File: src/rtl/jb_p2s_sched.sv
// jb_p2s_sched: round-robin owner of one shared start-on-edge p2s burst counter.
// Optional per-requester burst statistics are built when JB_P2S_SCHED_STATS_EN is defined.
`timescale 1ns/1ps
module jb_p2s_sched #(
   parameter int NUM_REQ     = 4,
   parameter int COUNT_WIDTH = 39,
   parameter int GAP_WIDTH   = 8
) (
   input  logic                           clk,
   input  logic                           resetn,
   input  logic                           sched_en,
   input  logic [NUM_REQ-1:0]             req,
   input  logic [NUM_REQ*COUNT_WIDTH-1:0] len,
   input  logic [GAP_WIDTH-1:0]           cfg_gap,
   input  logic                           stat_clr,
   output logic [NUM_REQ-1:0]             grant,
   output logic [NUM_REQ-1:0]             done,
   output logic                           p2s_enable,
   output logic [COUNT_WIDTH-1:0]         p2s_max_value,
   output logic                           busy,
   output logic [NUM_REQ*16-1:0]          stat_bursts
);

   localparam int PTR_W = (NUM_REQ > 1) ? $clog2(NUM_REQ) : 1;
   localparam logic [COUNT_WIDTH-1:0] CNT_ONE   = {{(COUNT_WIDTH-1){1'b0}}, 1'b1};
   localparam logic [GAP_WIDTH-1:0]   GAP_ONE   = {{(GAP_WIDTH-1){1'b0}}, 1'b1};
   localparam logic [PTR_W-1:0]       PTR_LAST  = PTR_W'(NUM_REQ - 1);
   localparam logic [PTR_W:0]         NUM_REQ_W = (PTR_W+1)'(NUM_REQ);

   typedef enum logic [1:0] {
      ST_IDLE = 2'd0,
      ST_RUN  = 2'd1,
      ST_GAP  = 2'd2
   } state_t;

   state_t                   state_r,     state_s;
   logic [PTR_W-1:0]         ptr_r,       ptr_s;
   logic [COUNT_WIDTH-1:0]   mirror_r,    mirror_s;
   logic [GAP_WIDTH-1:0]     gap_cnt_r,   gap_cnt_s;
   logic [NUM_REQ-1:0]       grant_r,     grant_s;
   logic [NUM_REQ-1:0]       done_r,      done_s;
   logic                     enable_r,    enable_s;
   logic [COUNT_WIDTH-1:0]   max_r,       max_s;
   logic                     busy_r,      busy_s;

   logic                     found_s;
   logic [PTR_W-1:0]         sel_s;
   logic [PTR_W:0]           idx_s;
   logic [COUNT_WIDTH-1:0]   sel_len_s;

   // Round-robin search for the first requester after the previous owner
   always_comb begin
      found_s   = 1'b0;
      sel_s     = ptr_r;
      sel_len_s = '0;
      idx_s     = '0;
      for (int i = 1; i <= NUM_REQ; i++) begin
         idx_s = {1'b0, ptr_r} + (PTR_W+1)'(i);
         if (idx_s >= NUM_REQ_W) begin
            idx_s = idx_s - NUM_REQ_W;
         end else begin
            idx_s = idx_s;
         end
         if (!found_s && req[idx_s[PTR_W-1:0]]) begin
            found_s   = 1'b1;
            sel_s     = idx_s[PTR_W-1:0];
            sel_len_s = len[int'(idx_s[PTR_W-1:0])*COUNT_WIDTH +: COUNT_WIDTH];
         end else begin
            found_s   = found_s;
         end
      end
   end

   // Next-state and next-output decode for IDLE/RUN/GAP
   always_comb begin
      state_s   = state_r;
      ptr_s     = ptr_r;
      mirror_s  = mirror_r;
      gap_cnt_s = gap_cnt_r;
      grant_s   = grant_r;
      done_s    = '0;
      enable_s  = 1'b0;
      max_s     = max_r;
      case (state_r)
         ST_IDLE: begin
            // A done pulse in flight means the requester has not yet dropped req
            if (sched_en && found_s && (done_r == '0)) begin
               ptr_s = sel_s;
               if (sel_len_s != '0) begin
                  state_s        = ST_RUN;
                  grant_s        = '0;
                  grant_s[sel_s] = 1'b1;
                  enable_s       = 1'b1;
                  max_s          = sel_len_s;
                  mirror_s       = sel_len_s;
               end else begin
                  done_s[sel_s]  = 1'b1;
               end
            end else begin
               state_s = ST_IDLE;
            end
         end
         ST_RUN: begin
            if (done_r != '0) begin
               grant_s = '0;
               if (cfg_gap != '0) begin
                  state_s   = ST_GAP;
                  gap_cnt_s = cfg_gap;
               end else begin
                  state_s   = ST_IDLE;
               end
            end else begin
               // Mirror holds through the start-pulse cycle, then tracks the counter
               if (enable_r) begin
                  mirror_s = mirror_r;
               end else begin
                  mirror_s = mirror_r - CNT_ONE;
               end
               if (mirror_s == CNT_ONE) begin
                  done_s = grant_r;
               end else begin
                  done_s = '0;
               end
            end
         end
         ST_GAP: begin
            grant_s = '0;
            if (gap_cnt_r <= GAP_ONE) begin
               state_s   = ST_IDLE;
            end else begin
               gap_cnt_s = gap_cnt_r - GAP_ONE;
            end
         end
         default: begin
            state_s = ST_IDLE;
            grant_s = '0;
         end
      endcase
      busy_s = (state_s != ST_IDLE);
   end

   // State, pointer and registered outputs
   always_ff @(posedge clk or negedge resetn) begin
      if (!resetn) begin
         state_r   <= ST_IDLE;
         ptr_r     <= PTR_LAST;
         mirror_r  <= '0;
         gap_cnt_r <= '0;
         grant_r   <= '0;
         done_r    <= '0;
         enable_r  <= 1'b0;
         max_r     <= '0;
         busy_r    <= 1'b0;
      end else begin
         state_r   <= state_s;
         ptr_r     <= ptr_s;
         mirror_r  <= mirror_s;
         gap_cnt_r <= gap_cnt_s;
         grant_r   <= grant_s;
         done_r    <= done_s;
         enable_r  <= enable_s;
         max_r     <= max_s;
         busy_r    <= busy_s;
      end
   end

   assign grant         = grant_r;
   assign done          = done_r;
   assign p2s_enable    = enable_r;
   assign p2s_max_value = max_r;
   assign busy          = busy_r;

`ifdef JB_P2S_SCHED_STATS_EN
   logic [NUM_REQ*16-1:0] stat_r;

   // Saturating per-requester burst counters; only real bursts carry a grant with done
   always_ff @(posedge clk or negedge resetn) begin
      if (!resetn) begin
         stat_r <= '0;
      end else begin
         for (int k = 0; k < NUM_REQ; k++) begin
            if (stat_clr) begin
               stat_r[k*16 +: 16] <= 16'h0000;
            end else if (done_r[k] && grant_r[k] && (stat_r[k*16 +: 16] != 16'hFFFF)) begin
               stat_r[k*16 +: 16] <= stat_r[k*16 +: 16] + 16'h0001;
            end else begin
               stat_r[k*16 +: 16] <= stat_r[k*16 +: 16];
            end
         end
      end
   end

   assign stat_bursts = stat_r;
`else
   logic unused_stat_clr_s;

   assign unused_stat_clr_s = stat_clr;
   assign stat_bursts       = '0;
`endif

endmodule

File: config.mk
export PLATFORM = sky130hd
export DESIGN_NAME = jb_p2s_sched
export DESIGN_NICKNAME = d
export VERILOG_FILES = /design/src/rtl/jb_p2s_sched.sv
export SDC_FILE = /design/constraint.sdc
export NUM_CORES = 1
export LEC_CHECK = 0
export CAP_MARGIN = 5
export CELL_PAD_IN_SITES_DETAIL_PLACEMENT = 1
export CELL_PAD_IN_SITES_GLOBAL_PLACEMENT = 1
export CORE_ASPECT_RATIO = 1.75
export CORE_MARGIN = 2
export CORE_UTILIZATION = 38
export CTS_CLUSTER_SIZE = 20
export DETAILED_ROUTE_END_ITERATION = 8
export GPL_TIMING_DRIVEN = 0
export HOLD_SLACK_MARGIN = 0.03
export MAX_ROUTING_LAYER = met4
export PLACE_DENSITY = 0.87
export SLEW_MARGIN = 20
export SYNTH_ARGS = -nofsm -noshare
export SYNTH_HDL_FRONTEND = slang
export SYNTH_SLANG_ARGS = --single-unit
File: constraint.sdc
create_clock -name clk -period 4.46 [get_ports clk]
set_input_delay 1.338 -clock clk [delete_from_list [all_inputs] [get_ports clk]]
set_output_delay 1.338 -clock clk [all_outputs]
set_load 0.05 [all_outputs]
* Yosys cells after proc, flatten, opt, wreduce, memory -nomap -nowiden
Cells that the tools add are included.
** Storage, ports and cells
- Bits in registers :: 100
- Input port bits :: 172
- Output and inout port bits :: 113
** Cells by class
- Add/sub/neg operators :: 10
- Multiply operators :: 4
- Magnitude comparators :: 11
- Eq/ne operators :: 9
- Shifts and indexed selects :: 4
- Multiplexer cells :: 55
- Reduce and logical (&&, ||, !) cells :: 22
** Operator list (number)
- 156-bit by 9-bit indexed part select with 39-bit output :: 4
- 39-bit two-way mux :: 10
- 39-bit case mux with 2 select lines :: 1
- 39-bit by 1-bit == test with 1-bit output (second input constant) :: 1
- 39-bit nonzero test :: 1
- 39-bit by 1-bit subtractor with 39-bit output (second input constant) :: 1
- 2-bit by 6-bit multiplier with 8-bit output (second input constant) :: 4
- 4-bit two-way mux :: 7
- 2-bit two-way mux :: 13
- 8-bit two-way mux :: 3
- 4-bit case mux with 2 select lines :: 2
- 8-bit case mux with 2 select lines :: 1
- 2-bit by 3-bit less-than comparator with 1-bit output (second input constant) :: 5
- 3-bit greater-or-equal comparator (second input constant) :: 4
- 1-bit two-way mux :: 12
- 2-bit != test (second input constant) :: 6
- 1-bit binary-select mux with 2-bit select :: 4
- 8-bit by 1-bit <= comparator with 1-bit output (second input constant) :: 1
- 4-bit AND reduction :: 2
- 8-bit nonzero test :: 1
- 2-bit by 1-bit subtractor with 2-bit output (second input constant) :: 4
- 8-bit by 1-bit subtractor with 8-bit output (second input constant) :: 1
- 2-bit by 2-bit adder with 3-bit output (second input constant) :: 2
- 1-bit logical AND :: 6
- 14 further kinds :: 19

* Logic depth before layout (Yosys ltp)
- Depth after elaboration :: 22
- Gate-level depth with buffers :: 18

* Worst setup path before layout
Ideal clock, no wire load.
- Path kind :: input to register
- Start :: input port req[1]
- End :: register mirror_r[12]
- Setup time :: 123 ps
- Data arrival time :: 4488 ps
- Data required time :: 4337 ps
- Setup slack :: -151 ps
- Stages :: 14
- Path buffers :: 4
- Path through :: buf_2 > mux4_2 > buf_4 > nand2_1 > o221ai_1 > a211o_1 > a2111o_1 > or4_4 > or3_1 > buf_2 > a21oi_4 > inv_2 > buf_6 > o221a_1
** Between the ends
- Longest elaborated chain between the ends :: 16
- Elaborated cells on any way between the ends :: 31
** Ends and longest elaborated chain
- start, declared :: RTL line 12 : input logic [NUM_REQ-1:0] req,
- branches (longest 16 deep; another with 39-bit two-way mux)
- end signal, assigned :: RTL line 157 : mirror_r <= mirror_s;
- end, declared :: RTL line 38 : logic [COUNT_WIDTH-1:0] mirror_r, mirror_s;
Parallel ways; which one is timed is not known. The select of a mux whose other input is x is not followed.
A chain may end at the register's enable or synchronous reset.

* Worst setup path after layout
- Start :: input port len[90]
- End :: register mirror_r[12]
** Between the ends
- Longest elaborated chain between the ends :: 8
- Elaborated cells on any way between the ends :: 14
** Ends and longest elaborated chain
- start, declared :: RTL line 13 : input logic [NUM_REQ*COUNT_WIDTH-1:0] len,
- 156-bit by 9-bit indexed part select with 39-bit output :: RTL line 67 : sel_len_s = len[int'(idx_s[PTR_W-1:0])*COUNT_WIDTH +: COUNT_WIDTH];
- 39-bit two-way mux (3 in a row) :: RTL line 64 : if (!found_s && req[idx_s[PTR_W-1:0]]) begin
- 39-bit two-way mux (*) :: RTL line 64
- 39-bit nonzero test / 39-bit two-way mux (equally long branches) :: RTL line 89 : if (sel_len_s != '0) begin
- 2-bit != test (no source line) / 39-bit two-way mux (equally long branches)
- 4-bit AND reduction (no source line) / 39-bit case mux with 2 select lines (equally long branches)
Mark *: on every way between the ends. The rest lies on a longest branch, timed or not. The select of a mux whose other input is x is not followed.

==> impl_metrics.ini <==
[synthesis]
synth-seq-area-share_pct = 22.6
synthTopCellsByArea = dfrtp_1, mux2i_1, mux4_2, buf_4, nand2_1
synth-seq-cells = 100
async_flop_share_pct = 100
synth_flop_cell = dfrtp_1
ys_warn_count = 0
syn_area_um2 = 11100
synthesis.instances = 1294
synth_top_area_cell = dfrtp_1
synth_edf_count = 0
syn_area_per_cell_um2 = 8.58
synthDistinctLibCells = 95
synth_top_area_share_pct = 22.1

[route]
ant_nets = 0
drt_wl_total_mm = 62.4
via_per_inst = 6.75
route.detailed.drc = 0
wl_per_cell_um = 30.6
first_iter_violations = 1189
first_pass_iters = 6
num_vias = 13800

[worst_setup_path]
crit_start = len[90]
crit_arrival_ns = 4.97
slowest_stage = or4_4
path_cells = clkdlybuf4s50_1, mux4_2, nand2_1, o221ai_1, a211oi_2, nand4b_1, or4_4, or3_4, a21oi_4, inv_4, clkbuf_16, o221a_1
r2r_slack_ns = -0.19
endpoint_kind = flip-flop
cp-start-kind = input port
crit_fanout = 5
cp.depth = 12
rr_worst_depth = 15
crit_family = simple AND/OR/NAND/NOR gates
regToRegStartpoint = ptr_r[1]
path_class = input port to flip-flop
crit_buf_inv = 3
worstReg2RegEnd = mirror_r[12]
crit_required_ns = 4.72
crit_end = mirror_r[12]
crit_path_max_incr_delay_ns = 0.59

[floorplan]
start_util_pct = 38.6
die-area_um2 = 30700
coreArea_um2 = 28700
die_h_um = 230
io_pins = 285
die_w_um = 133
rows = 82

[global_route]
grt_use_met1_pct = 36.3
grt.overflow.total = 0
antenna_found_initial = 2
grt.busiest_layer = met2
gr-usage-met3_pct = 7.47
grt_pass1_vias = 14600
grt_max_degree = 54
gr-usage-all-layers_pct = 40.3
gr-usage-met2_pct = 69.1
grt_first_pass_wirelength_mm = 89.9

[clocking]
h-tree-depth = 3
cts.clk_slew.worst_paths_ns = 0.08
numClockSinks = 100
cts_tree = done
cts_buffer_depth = 2
cts_buffers = 9
cts_root_buf = clkbuf_16
clock_latency_ns = 0.38

[power_and_ir_drop]
power.switching_uw = 5560
clkPwrFrac_pct = 7.8
peakVddDrop_mv = 0.329
pwr-share-comb_pct = 76.2
powerDensity_nw_per_um2 = 654
cellLeakagePower_uw = 0.00637
seq_power_share_pct = 16.0
power.internal_uw = 4910
power.total_uw = 10500
swShare_pct = 53.1

[min_path]
hold_class = flip-flop to flip-flop
whs_path_depth = 1

[timing]
fin_crit_ns = 4.71
slew_viol_final = 0
setup_viol = 61
setup_slack_ns = -0.249
slew-limit-headroom_pct = 27.5
finalHoldViolCount = 0
max_freq_ghz = 0.212
fin_crit_sh_pct = 106
worstMarginPinSlew_ns = 1.08
clock_skew_ns = 0.0163
grt_setup_unrepaired = true

[finish]
layout-drive-gt1-share_pct = 25.0
fin_area_um2 = 16000
synthToLayoutAreaGrowth_pct = 44.0
fin_util_pct = 55.7
finalNetCount = 1831
finalNonFillerCells = 2041

[run_status]
failed_checks = negative setup slack
status = complete, but fails checks

[placement]
portBuffers = 218
place_inst = 1954
gp_congestion = 1.03
dpl.hpwl_mm = 45.4
place_area_um2 = 14100

[run]
max-cap-violations = 0
flip-flops by register name, summed over array words and instances, names as in the netlist:
register,flops
state_r,2
gap_cnt_r,8
p2s_enable,1
done,4
mirror_r,39
busy,1
p2s_max_value,39
grant,4
ptr_r,2
per-layer routing:
layer | vias to the layer above | share of wire, %
met3 | 517 | 7.3
met4 | 0 | 12
met1 | 6609 | 32
met2 | 1059 | 50
met5 | - | 0
li1 | 5589 | -
how the worst min path moves through the flow:
stage	slack, ns	start	end
6_report	0.48	p2s_max_value[6]	p2s_max_value[6]
3_3_place_gp	0.46	p2s_max_value[22]	p2s_max_value[22]
2_1_floorplan	0.50	gap_cnt_r[7]	gap_cnt_r[7]
3_5_place_dp	0.47	p2s_max_value[6]	p2s_max_value[6]
5_1_grt	0.51	p2s_max_value[6]	p2s_max_value[6]
4_1_cts	0.48	p2s_max_value[6]	p2s_max_value[6]
synth_stat cells (all sizes together), types with 8 or more instances:
cell type  count
buf          133
mux2i        132
nand2        112
dfrtp         98
nor2          93
a21oi         72
o21ai         69
clkbuf        45
mux2          37
mux4          34
nand3         30
nor3          26
o221ai        25
o22ai         24
a211oi        23
nor4          23
a21o          21
inv           21
a22oi         19
o21a          15
nand2b        13
or4           13
nor2b         12
or3           12
a221oi        10
o311ai        10
a31oi          9
nand4          9
a32oi          8
o221a          8
per-stage QoR:
step                hold slack (ns)  setup slack, ns  setup TNS (ns)
global route                  0.511           -0.205           -4.26
global placement              0.459            -2.31         -378.62
CTS                           0.484           -0.104           -1.54
detailed placement            0.465            -2.25         -177.75
floorplan                     0.495          -0.0989          -0.716
finish                        0.482           -0.249           -6.08
kinds of logic (layout without fill, tap and decap cells):
kind of cell	Yosys count	after routing	synth area share [%]
compound gates	393	393	25.3
buf+inv	199	503	10.6
other cells	1	66	0.0338
xor+xnor	11	11	0.868
fa+ha+maj	3	3	0.338
simple gates	384	384	17.8
mux	203	203	22.5
flops	100	100	22.6
power by group through the flow:
stage               clock network (uW)  registers [uW]  logic (uW)
floorplan                            0            2170        3740
global placement                     0            1640        6320
finish                             819            1670        7980
detailed placement                   0            1660        6460
global route                       863            1710        8200
CTS                                825            1650        7300
worst register-to-register path: stages, from the launching register on:
cell       delay (ns)
dfstp_2          0.56
buf_6            0.18
buf_6            0.19
buf_6            0.21
buf_6            0.25
buf_6            0.25
mux2i_1          0.41
a22oi_1          0.22
a211oi_4         0.37
nand4b_1         0.16
or4_4            0.51
or3_4            0.46
a21oi_4          0.26
inv_4            0.10
clkbuf_16        0.18
o221a_1          0.24
cell usage in the layout, fill, tap and decap left out, types with 23 or more instances in the layout:
master             n
mux4_2            34
mux2i_1          128
conb_1            64
nor2_1            87
nand2_1          108
dfrtp_1           98
nand3_1           25
buf_6             43
mux2_2            33
buf_4            140
o21ai_0           63
clkdlybuf4s50_1  203
clkbuf_1          29
a21oi_1           67
nor3_1            23
final cells by class:
class                   count  area [um^2]
multi-input cells        1058         8320
inverters                  21         86.3
repair buffers            291         2920
diodes                      2         5.00
flip-flops and latches    100         2500
clock buffers              10          239
well taps                 378          473
plain buffers             175         1390
clock inverters             6         55.1
fillers                  3364        12700
repair_timing:
item	in CTS	in global routing
endpoints found under the setup margin	89	89
hold buffers	0	0
buffers inserted	54	14
gates cloned	4	1
pin swaps	34	39
gates resized for setup	177	93
(Power assumes the default switching activity.)
